**src/rtl/opb_register_simulink2ppc_fifo_if.sv**
```systemverilog
// OPB slave-side bus bundle for the fabric-to-PowerPC FIFO register block.
// Bit 0 is the MSB on every bus (IBM ordering), so numeric assignment maps OPB bit i to fabric bit 31-i.
interface opb_register_simulink2ppc_fifo_if;
    logic [0:31] OPB_ABus;
    logic [0:3]  OPB_BE;
    logic [0:31] OPB_DBus;
    logic        OPB_RNW;
    logic        OPB_select;
    logic        OPB_seqAddr;
    logic [0:31] Sl_DBus;
    logic        Sl_xferAck;
    logic        Sl_errAck;
    logic        Sl_retry;
    logic        Sl_toutSup;

    // Handshake: a transfer is offered while OPB_select=1 and completes in the single cycle Sl_xferAck=1.
    modport master (
        output OPB_ABus, OPB_BE, OPB_DBus, OPB_RNW, OPB_select, OPB_seqAddr,
        input  Sl_DBus, Sl_xferAck, Sl_errAck, Sl_retry, Sl_toutSup
    );
    modport slave (
        input  OPB_ABus, OPB_BE, OPB_DBus, OPB_RNW, OPB_select, OPB_seqAddr,
        output Sl_DBus, Sl_xferAck, Sl_errAck, Sl_retry, Sl_toutSup
    );
endinterface

```
**src/rtl/opb_register_simulink2ppc_fifo.sv**
```systemverilog
// Fabric-to-PowerPC FIFO exposed as OPB registers: DATA (pop), STATUS, CONTROL (clear/flush).
// Read data and side effects are captured on the hit edge; the pop/control action commits in the ack cycle.
module opb_register_simulink2ppc_fifo #(
    parameter logic [31:0] C_BASEADDR   = 32'h01080B00,
    parameter logic [31:0] C_HIGHADDR   = 32'h01080BFF,
    parameter int          C_OPB_AWIDTH = 32,
    parameter int          C_OPB_DWIDTH = 32,
    parameter string       C_FAMILY     = "virtex5",
    parameter int          C_DEPTH_LOG2 = 4
) (
    input  logic                              OPB_Clk,
    input  logic                              OPB_Rst,
    opb_register_simulink2ppc_fifo_if.slave   opb,
    input  logic [31:0]                       user_data_in,
    input  logic                              user_we,
    output logic                              user_full
);
    localparam int AW    = C_DEPTH_LOG2;
    localparam int CW    = C_DEPTH_LOG2 + 1;
    localparam int DEPTH = 1 << C_DEPTH_LOG2;

    logic [31:0]   mem [DEPTH];
    logic [AW-1:0] rd_ptr, wr_ptr;
    logic [CW-1:0] count, count_next;
    logic          ovf, unf;
    logic          ack;
    logic [31:0]   dbus_q;
    logic          pop_q;
    logic [2:0]    ctl_q;

    logic          hit, ack_next, empty, push_ok, ovf_set, flush;
    logic [1:0]    offset;
    logic [31:0]   wdata, rdata, status;

    assign hit      = opb.OPB_select && (opb.OPB_ABus >= C_BASEADDR) && (opb.OPB_ABus <= C_HIGHADDR);
    assign ack_next = hit && !ack;
    assign offset   = opb.OPB_ABus[28:29];
    assign wdata    = opb.OPB_DBus;
    assign empty    = (count == '0);
    assign flush    = ctl_q[2];

    // A full FIFO still accepts a word when the ack cycle of a DATA read frees a slot.
    assign push_ok    = user_we && (!user_full || pop_q) && !flush;
    assign ovf_set    = user_we && user_full && !pop_q && !flush;
    assign count_next = count + CW'(push_ok) - CW'(pop_q);

    assign status = {14'd0, unf, ovf, 2'd0, user_full, empty, 3'd0, 9'(count)};

    always_comb begin
        rdata = '0;
        if (opb.OPB_RNW) begin
            case (offset)
                2'd0:    rdata = empty ? '0 : mem[rd_ptr];
                2'd1:    rdata = status;
                default: rdata = '0;
            endcase
        end
    end

    always_ff @(posedge OPB_Clk) begin
        if (!OPB_Rst) begin
            ack       <= 1'b0;
            dbus_q    <= '0;
            pop_q     <= 1'b0;
            ctl_q     <= '0;
            rd_ptr    <= '0;
            wr_ptr    <= '0;
            count     <= '0;
            user_full <= 1'b0;
            ovf       <= 1'b0;
            unf       <= 1'b0;
        end else begin
            ack    <= ack_next;
            dbus_q <= ack_next ? rdata : '0;
            pop_q  <= ack_next && opb.OPB_RNW && (offset == 2'd0) && !empty;
            ctl_q  <= (ack_next && !opb.OPB_RNW && (offset == 2'd2) && opb.OPB_BE[3]) ? wdata[2:0] : 3'd0;

            if (ack_next && opb.OPB_RNW && (offset == 2'd0) && empty) unf <= 1'b1;
            else if (ctl_q[1])                                        unf <= 1'b0;

            if (ovf_set)       ovf <= 1'b1;
            else if (ctl_q[0]) ovf <= 1'b0;

            if (flush) begin
                rd_ptr    <= '0;
                wr_ptr    <= '0;
                count     <= '0;
                user_full <= 1'b0;
            end else begin
                if (push_ok) wr_ptr <= wr_ptr + AW'(1);
                if (pop_q)   rd_ptr <= rd_ptr + AW'(1);
                count     <= count_next;
                user_full <= (count_next == CW'(DEPTH));
            end
        end
    end

    // Storage has no reset so it maps onto RAM; contents are meaningless once the pointers clear.
    always_ff @(posedge OPB_Clk) begin
        if (OPB_Rst && push_ok) mem[wr_ptr] <= user_data_in;
    end

    assign opb.Sl_DBus    = dbus_q;
    assign opb.Sl_xferAck = ack;
    assign opb.Sl_errAck  = 1'b0;
    assign opb.Sl_retry   = 1'b0;
    assign opb.Sl_toutSup = 1'b0;

    logic unused_ok;
    assign unused_ok = ^{opb.OPB_seqAddr, opb.OPB_BE[0:2], wdata[31:3],
                         (C_OPB_AWIDTH != 32), (C_OPB_DWIDTH != 32), (C_FAMILY == "")};
endmodule

```
**src/flat_wrapper.sv**
```systemverilog
// flat-port wrapper written by rule: the top's interface ports become plain ports
module opb_register_simulink2ppc_fifo_flat 
#(
    parameter logic [31:0] C_BASEADDR   = 32'h01080B00,
    parameter logic [31:0] C_HIGHADDR   = 32'h01080BFF,
    parameter int          C_OPB_AWIDTH = 32,
    parameter int          C_OPB_DWIDTH = 32,
    parameter string       C_FAMILY     = "       ",
    parameter int          C_DEPTH_LOG2 = 4
)
  (OPB_Clk, OPB_Rst, user_data_in, user_we, user_full, opb_OPB_ABus, opb_OPB_BE, opb_OPB_DBus, opb_OPB_RNW, opb_OPB_select, opb_OPB_seqAddr, opb_Sl_DBus, opb_Sl_xferAck, opb_Sl_errAck, opb_Sl_retry, opb_Sl_toutSup);
  opb_register_simulink2ppc_fifo_if opb_i ();
  input  logic OPB_Clk;
  input  logic OPB_Rst;
  input  logic [31:0] user_data_in;
  input  logic user_we;
  output logic user_full;
  input wire logic [$bits(opb_i.OPB_ABus)-1:0] opb_OPB_ABus;
  input wire logic [$bits(opb_i.OPB_BE)-1:0] opb_OPB_BE;
  input wire logic [$bits(opb_i.OPB_DBus)-1:0] opb_OPB_DBus;
  input wire logic [$bits(opb_i.OPB_RNW)-1:0] opb_OPB_RNW;
  input wire logic [$bits(opb_i.OPB_select)-1:0] opb_OPB_select;
  input wire logic [$bits(opb_i.OPB_seqAddr)-1:0] opb_OPB_seqAddr;
  output wire logic [$bits(opb_i.Sl_DBus)-1:0] opb_Sl_DBus;
  output wire logic [$bits(opb_i.Sl_xferAck)-1:0] opb_Sl_xferAck;
  output wire logic [$bits(opb_i.Sl_errAck)-1:0] opb_Sl_errAck;
  output wire logic [$bits(opb_i.Sl_retry)-1:0] opb_Sl_retry;
  output wire logic [$bits(opb_i.Sl_toutSup)-1:0] opb_Sl_toutSup;
  assign opb_i.OPB_ABus = opb_OPB_ABus;
  assign opb_i.OPB_BE = opb_OPB_BE;
  assign opb_i.OPB_DBus = opb_OPB_DBus;
  assign opb_i.OPB_RNW = opb_OPB_RNW;
  assign opb_i.OPB_select = opb_OPB_select;
  assign opb_i.OPB_seqAddr = opb_OPB_seqAddr;
  assign opb_Sl_DBus = opb_i.Sl_DBus;
  assign opb_Sl_xferAck = opb_i.Sl_xferAck;
  assign opb_Sl_errAck = opb_i.Sl_errAck;
  assign opb_Sl_retry = opb_i.Sl_retry;
  assign opb_Sl_toutSup = opb_i.Sl_toutSup;
  opb_register_simulink2ppc_fifo #(.C_BASEADDR(C_BASEADDR), .C_HIGHADDR(C_HIGHADDR), .C_OPB_AWIDTH(C_OPB_AWIDTH), .C_OPB_DWIDTH(C_OPB_DWIDTH), .C_FAMILY(C_FAMILY), .C_DEPTH_LOG2(C_DEPTH_LOG2)) u_core (.OPB_Clk(OPB_Clk), .OPB_Rst(OPB_Rst), .opb(opb_i), .user_data_in(user_data_in), .user_we(user_we), .user_full(user_full));
endmodule
```
**config.mk**
```make
export PLATFORM = sky130hd
export DESIGN_NAME = opb_register_simulink2ppc_fifo_flat
export DESIGN_NICKNAME = d
export VERILOG_FILES = /design/src/rtl/opb_register_simulink2ppc_fifo_if.sv /design/src/rtl/opb_register_simulink2ppc_fifo.sv /design/src/flat_wrapper.sv
export SDC_FILE = /design/constraint.sdc
export NUM_CORES = 1
export LEC_CHECK = 0
export CORE_ASPECT_RATIO = 1.4
export CORE_MARGIN = 2
export CORE_UTILIZATION = 60
export DETAILED_ROUTE_END_ITERATION = 7
export GPL_ROUTABILITY_DRIVEN = 0
export PLACE_DENSITY = 0.81
export SETUP_SLACK_MARGIN = 0.5
export SYNTH_ARGS = -nofsm -noshare
export SYNTH_HDL_FRONTEND = slang
export SYNTH_SLANG_ARGS = --single-unit
```
**constraint.sdc**
```tcl
create_clock -name OPB_Clk -period 4.02 [get_ports OPB_Clk]
set_clock_uncertainty 0.2 [all_clocks]
set_input_delay 0.402 -clock OPB_Clk [delete_from_list [all_inputs] [get_ports OPB_Clk]]
set_output_delay 0.402 -clock OPB_Clk [all_outputs]
set_load 0.02 [all_outputs]
```
==> results of run 1 <==
-- final timing paths --
kind	slack [ps]	end	startpoint	cells after the start
worst max-delay path	980	u_core.opb.Sl_DBus[9]$_SDFF_PN0_	register	4
worst min-delay path	220	u_core.ctl_q[1]$_SDFF_PN0_	opb_OPB_DBus[1]	2
worst max register to register	980	u_core.opb.Sl_DBus[9]$_SDFF_PN0_	register	4
worst min register to register	270	u_core.opb.Sl_DBus[14]$_SDFF_PN0_	u_core.unf$_SDFFE_PN0P_	2
-- sequential cells by signal, indices dropped and copies added, names as in the netlist, 3 cells and up, named ones only --
signal,count
u_core.mem,512
u_core.opb.Sl_DBus,32
u_core.count,5
u_core.rd_ptr,4
u_core.wr_ptr,4
u_core.ctl_q,3
-- worst reg2reg max path, delay by kind of cell, from the launching register on --
family / cells / cell delay, ps
buf+inv: 1 / 450
flops: 1 / 1010
mux: 2 / 1070
simple gates: 1 / 170
-- cell usage after synthesis (3+ instances only) --
| cell | count | area share (%) |
|---|---|---|
| inv_1 | 15 | 0.26 |
| and3_1 | 5 | 0.15 |
| nor2b_1 | 29 | 0.85 |
| clkbuf_1 | 15 | 0.26 |
| nand2b_1 | 4 | 0.12 |
| nand2_1 | 10 | 0.18 |
| mux4_2 | 151 | 16 |
| edfxtp_1 | 512 | 72 |
| xor2_1 | 7 | 0.29 |
| and2_1 | 19 | 0.56 |
| dfxtp_1 | 57 | 5.3 |
| nand3_1 | 5 | 0.12 |
| ha_1 | 11 | 0.64 |
| buf_4 | 15 | 0.53 |
| nor3_1 | 3 | 0.070 |
| a21oi_1 | 13 | 0.30 |
| buf_2 | 13 | 0.30 |
| nor2_1 | 17 | 0.30 |
| a22o_1 | 16 | 0.65 |
| o21ai_1 | 8 | 0.19 |
| nand4_1 | 3 | 0.088 |
-- cell type report --
class	instances	area (µm²)	area share (%)
clock buffer	63	1330	5.37
inverter	17	63.8	0.258
clock inverter	26	258	1.04
timing repair buffer	136	1380	5.59
multi-input combinational	330	4620	18.7
tap	456	571	2.30
antenna	1	2.50	0.0101
sequential	569	16500	66.8
-- kinds of logic after synthesis --
kind of cell,after synthesis
AOI/OAI and AO/OA,43
buffers and inverters,61
and+or+nand+nor,110
muxes,153
other,1
adders and majority gates,12
xor gates and xnor gates,9
DFF,569
-- layer usage --
metal / track usage (%) / wire, µm
met1: 35.4 / 17500
met3: 4.52 / 3660
met2: 45.4 / 25500
met5: 0 / 0
met4: 11.4 / 1840
-- through the flow --
step | power, µW | worst slack [ps] | instances | instance area, µm²
after CTS | 11900 | 917 | 1597 | 24800
after global placement | 7210 | 795 | 1508 | 23200
final | 11900 | 979 | 1598 | 24800
after detailed placement | 7230 | 687 | 1508 | 23200
after global routing | 12200 | 813 | 1598 | 24800
after floorplan | 6980 | 1520 | 960 | 21400
-- where the power goes --
group / internal, µW / switching [µW] / leakage, µW / total [µW]
combinational: 219 / 297 / 0.00186 / 516
sequential: 6550 / 52.0 / 0.00507 / 6600
clock: 2660 / 2080 / 0.000780 / 4740
==> metrics.csv, run 1 <==
stage,metric,value,unit
status,status,finished clean,
floorplan,dieArea,37200,µm²
critical_path,critPathBufInv,1,
grt,grtUsageTotal,27.0,%
drt,vias,10400,
final_layout,utilization,70.6,%
floorplan,fp-row-count,81,
final_layout,final_cell_mix,"edfxtp_1 (512), mux4_2 (151), clkdlybuf4s50_1 (100), dfxtp_1 (53), clkbuf_16 (49)",
timing,fin_crit,3040,ps
power_and_ir_drop,vdd_ir_drop_max,0.474,mV
critical_path,critical_path_arrival,3270,ps
drt,wire_per_inst,30.4,µm
logic_synthesis,synth_ff_type,edfxtp_1,
logic_synthesis,synth-seq-cells,569,
hold_path,hp-class,in -> reg,
final_layout,drive_above_1_share,25.0,%
final_layout,nets,1221,
timing,drv_slew,0,
logic_synthesis,syn_area,21400,µm²
timing,grt_setup_unrepaired,false,
timing,setup_viol,0,
drt,ant_nets,0,
grt,grt_max_degree,51,
critical_path,cpPeakStageDelay,1010,ps
logic_synthesis,synth_cells,958,
timing,hold_violations,0,
logic_synthesis,synth-edff-count,512,
logic_synthesis,ys_warn_count,0,
timing,tns,0,ps
flow_run,cap_violations,0,
critical_path,endpoint_kind,register,
clock_tree,cts_setup_buffers,0,
final_layout,syn2layout_area_growth,15.6,%
timing,worst_pin_slew,1010,ps
floorplan,core,35100,µm²
logic_synthesis,ys_seq_area_share,77.1,%
clock_tree,cts_max_level,2,
logic_synthesis,synth_top_family_by_area,multiplexers,
clock_tree,cts_tree,done,
placement,dp_hpwl,24500,µm
final_layout,fillCellCount,2081,
power_and_ir_drop,power_leakage,0.00772,µW
floorplan,start_util,61.1,%
logic_synthesis,synth.avg_cell_area,22.4,µm²
timing,fmax,329,MHz
drt,drc,0,
floorplan,dieHeight,228,µm
drt,vias_per_cell,6.50,
critical_path,cp.required,4250,ps
logic_synthesis,yosys.area_share.simple,2.99,%
critical_path,cp_slowest_cell,dfxtp_4,
logic_synthesis,yosys.area_share.xor_xnor,0.368,%
drt,first_pass_iters,5,
logic_synthesis,synth_compound_area_share,1.37,%
clock_tree,clockBufferDepth,3,
logic_synthesis,async_reset_ff_share,0,%
grt,grt_pass1_vias,10900,
critical_path,cp-start-kind,register,
grt,grt_pass1_wl,71000,µm
drt,drt-initial-drc-count,1178,
clock_tree,clkSlewWorstSetupHoldPaths,70,ps
placement,io_buffers,100,
grt,overflow,0,
clock_tree,cts.repair.resized,0,
clock_tree,cts.sinks,569,
drt,postRouteWirelength,48600,µm
floorplan,die_width,164,µm
clock_tree,insertion_delay,570,ps
logic_synthesis,synth_fa_ha_area_share,0.736,%
critical_path,cp_top_family,multiplexers,
critical_path,criticalPathCategory,reg -> reg,
critical_path,crit_path_frequent_cell,mux4_2,
critical_path,crit_fanout,50,
grt,grt_antenna_before_repair,1,
final_layout,mostFrequentLayoutCell,edfxtp_1,
power_and_ir_drop,power_density,479,nW/µm²
clock_tree,cts_root_buf,clkbuf_16,
timing,timing.final.crit_share,75.7,%
timing,hold_ws,220,ps
logic_synthesis,synth_cell_type_count,43,
clock_tree,cts_hold_buf,0,
critical_path,path_cells,"buf_4, mux4_2, mux4_2, nor2b_1",
logic_synthesis,synth_mux_area_share,16.0,%
timing,relSlewSlack,32.9,%
floorplan,io_pins,143,
clock_tree,numCtsBuffers,49,
No activity file was read; power rests on OpenSTA's default activity.
==> run 2: changes to the inputs <==
Settings changed: CORE_UTILIZATION 60 to 59, PLACE_DENSITY 0.81 to 0.8.
Clock period 4.02 ns to 3 ns, I/O delays scaled along.
==> run 2 against run 1 <==
Effect of this change: sequential cell count is the same; first-iteration DRC count fell by 11%; register-to-register slack got worse by 400 ps; global-route usage shrank 0.65 points; setup slack got worse by 400 ps; fmax is 26% higher; sequential share of layout area down 0.85 points; clock-buffer cell count up 7; critical path depth up 3; sequential power rose by 34%; largest cell class unchanged.
==> metrics.csv, run 2 (same netlist as run 1, synthesis figures left out) <==
stage,metric,value,unit,change
timing,drv_slew,0,,unchanged
drt,vias_per_cell,6.42,,was 6.50
timing,worst_pin_slew,653,ps,was 1010 ps
final_layout,seq_area,16500,µm²,about the same
timing,fin_crit,2420,ps,was 3040 ps
hold_path,hp-class,in -> reg,,unchanged
critical_path,cpPeakStageDelay,530,ps,was 1010 ps
status,status,finished clean,,unchanged
placement,dp_hpwl,24100,µm,was 24500 µm
power_and_ir_drop,p_clk_share,39.6,%,was 40.0%
clock_tree,clockBufferDepth,3,,unchanged
grt,grt_antenna_before_repair,3,,was 1
clock_tree,cts_max_level,2,,unchanged
critical_path,rr_endpoint,u_core.opb.Sl_DBus[26]$_SDFF_PN0_,,was u_core.opb.Sl_DBus[9]$_SDFF_PN0_
drt,vias,10400,,about the same
critical_path,cp_slowest_cell,or4b_1,,was dfxtp_4
critical_path,criticalPathCategory,reg -> reg,,unchanged
floorplan,dieArea,37900,µm²,was 37200 µm²
placement,io_buffers,100,,unchanged
timing,timing.final.crit_share,80.7,%,was 75.7%
drt,drt-initial-drc-count,1045,,was 1178
power_and_ir_drop,vdd_ir_drop_max,0.494,mV,was 0.474 mV
final_layout,drive_above_1_share,25.5,%,was 25.0%
clock_tree,numCtsBuffers,49,,unchanged
grt,grt_pass1_wl,70100,µm,was 71000 µm
final_layout,nets,1229,,was 1221
floorplan,dieHeight,229,µm,was 228 µm
power_and_ir_drop,power_leakage,0.00781,µW,was 0.00772 µW
hold_path,min_from,opb_OPB_DBus[0],,was opb_OPB_DBus[1]
final_layout,largest_register,u_core.mem,,unchanged
final_layout,mostFrequentLayoutCell,edfxtp_1,,unchanged
power_and_ir_drop,seqPwrFrac,55.8,%,was 55.7%
drt,postRouteWirelength,48000,µm,was 48600 µm
critical_path,ff2ff_path_depth,7,,was 4
critical_path,cp-start-kind,register,,unchanged
final_layout,syn2layout_area_growth,17.1,%,was 15.6%
grt,grtUsageTotal,26.3,%,was 27.0%
drt,drc,0,,unchanged
critical_path,crit_fanout,24,,was 50
power_and_ir_drop,power_density,632,nW/µm²,was 479 nW/µm²
timing,hold_ws,109,ps,was 220 ps
timing,fmax,413,MHz,was 329 MHz
floorplan,fp-row-count,82,,was 81
grt,overflow,0,,unchanged
final_layout,utilization,70.0,%,was 70.6%
final_layout,multi_input_area,4640,µm²,was 4620 µm²
power_and_ir_drop,p_switching,3180,µW,was 2430 µW
critical_path,r2r_start,u_core.count[2]$_SDFF_PP0_,,
clock_tree,cts_hold_buf,0,,unchanged
timing,fin_ws,580,ps,was 979 ps
timing,setup_viol,0,,unchanged
hold_path,whs_path_depth,2,,unchanged
final_layout,largest_reg_flops,512,,unchanged
final_layout,final_cell_mix,"edfxtp_1 (512), mux4_2 (151), clkdlybuf4s50_1 (100), clkbuf_16 (51), dfxtp_1 (51)",,"was edfxtp_1 (512), mux4_2 (151), clkdlybuf4s50_1 (100), dfxtp_1 (53), clkbuf_16 (49)"
clock_tree,cts_tree,done,,unchanged
critical_path,r2r_slack,580,ps,was 980 ps
clock_tree,cts.sinks,569,,unchanged
timing,hold_violations,0,,unchanged
floorplan,core,35800,µm²,was 35100 µm²
drt,ant_nets,0,,unchanged
power_and_ir_drop,p_int,12700,µW,was 9420 µW
critical_path,critical_path_arrival,2650,ps,was 3270 ps
final_layout,fillCellCount,2028,,was 2081
drt,first_pass_iters,5,,unchanged
power_and_ir_drop,p_comb_share,4.6,%,was 4.3%
clock_tree,cts_root_buf,clkbuf_16,,unchanged
critical_path,path_cells,"inv_1, ha_1, or4b_1, and3_2, nand4_1, buf_6, nor2b_1",,"was buf_4, mux4_2, mux4_2, nor2b_1"
placement,post_dp_cell_area,23400,µm²,was 23200 µm²
grt,grt_pass1_vias,10900,,about the same
placement,dp_slack,162,ps,was 687 ps
floorplan,start_util,59.8,%,was 61.1%
clock_tree,clkSlewWorstSetupHoldPaths,60,ps,was 70 ps
timing,relSlewSlack,56.3,%,was 32.9%
floorplan,die_width,165,µm,was 164 µm
hold_path,hold_end,u_core.ctl_q[0]$_SDFF_PN0_,,was u_core.ctl_q[1]$_SDFF_PN0_
floorplan,io_pins,143,,unchanged
clock_tree,insertion_delay,570,ps,about the same
timing,tns,0,ps,unchanged
critical_path,cp.required,3230,ps,was 4250 ps
timing,grt_setup_unrepaired,true,,was false
critical_path,endpoint_kind,register,,unchanged
flow_run,cap_violations,0,,unchanged
grt,grt_max_degree,33,,was 51
final_layout,final_cell_area,25100,µm²,was 24800 µm²
drt,wire_per_inst,29.7,µm,was 30.4 µm
power_and_ir_drop,swShare,20.1,%,was 20.5%
## run 2: cell types whose count changed in the layout (fill, tap and decap cells not counted), sizes merged
cell      delta
diode        +2
clkbuf       +7
clkinvlp     -3
bufinv       -1
buf          +8
clkinv       -2
inv          +1
## run 2: power by group through the flow
| stage | clock, µW | combinational (µW) | sequential (µW) |
|---|---|---|---|
| floorplan | 0 | 361 | 8990 |
| detailed placement | 0 | 687 | 9000 |
| global placement | 0 | 666 | 8990 |
| finish | 6270 | 730 | 8840 |
| CTS | 6350 | 709 | 8840 |
| global route | 6600 | 797 | 8850 |
## run 2: stage by stage
stage / cells / total power [µW]
2_1_floorplan: 960 / 9350
3_3_place_gp: 1516 / 9660
6_report: 1616 / 15800
3_5_place_dp: 1516 / 9690
4_1_cts: 1613 / 15900
5_1_grt: 1615 / 16200
## run 2: worst max path at each step
stage	start	depth (start not counted)	endpoint	slack, ps
floorplan	u_core.pop_q$_SDFF_PN0_	4	u_core.mem[10][0]$_DFFE_PP_	540
global placement	user_we	10	u_core.user_full$_SDFF_PP0_	190
detailed placement	user_we	10	u_core.user_full$_SDFF_PP0_	160
CTS	u_core.pop_q$_SDFF_PN0_	9	u_core.user_full$_SDFF_PP0_	440
global route	u_core.pop_q$_SDFF_PN0_	9	u_core.user_full$_SDFF_PP0_	440
finish	u_core.count[2]$_SDFF_PP0_	7	u_core.opb.Sl_DBus[26]$_SDFF_PN0_	580
## run 2: layer usage
layer	global-route usage, %	vias up	share of wire, %
met5	0	-	0.023
met1	32.8	5379	35
met4	11.9	2	4.5
met3	4.38	134	7.7
met2	45.3	583	53
li1	-	4269	-
## run 2: cell type report
class,instances,area share [%]
timing repair buffer,144,6.65
clock buffer,70,5.53
tap,462,2.30
antenna,3,0.0299
inverter,17,0.254
sequential,569,65.9
multi-input combinational,330,18.5
clock inverter,21,0.803
## run 2: what timing repair did
action	in CTS	in global routing
buffers inserted	6	0
resized for setup	6	7
setup endpoints to repair	28	18
pin swaps	1	1
endpoints found under the hold margin	0	0
## run 2: critical path: cells and delay by family, from the launching register on
kind | cells | cell delay, ps
buf+inv | 2 | 400
fa+ha+maj | 1 | 130
flops | 1 | 330
simple gates | 4 | 1190
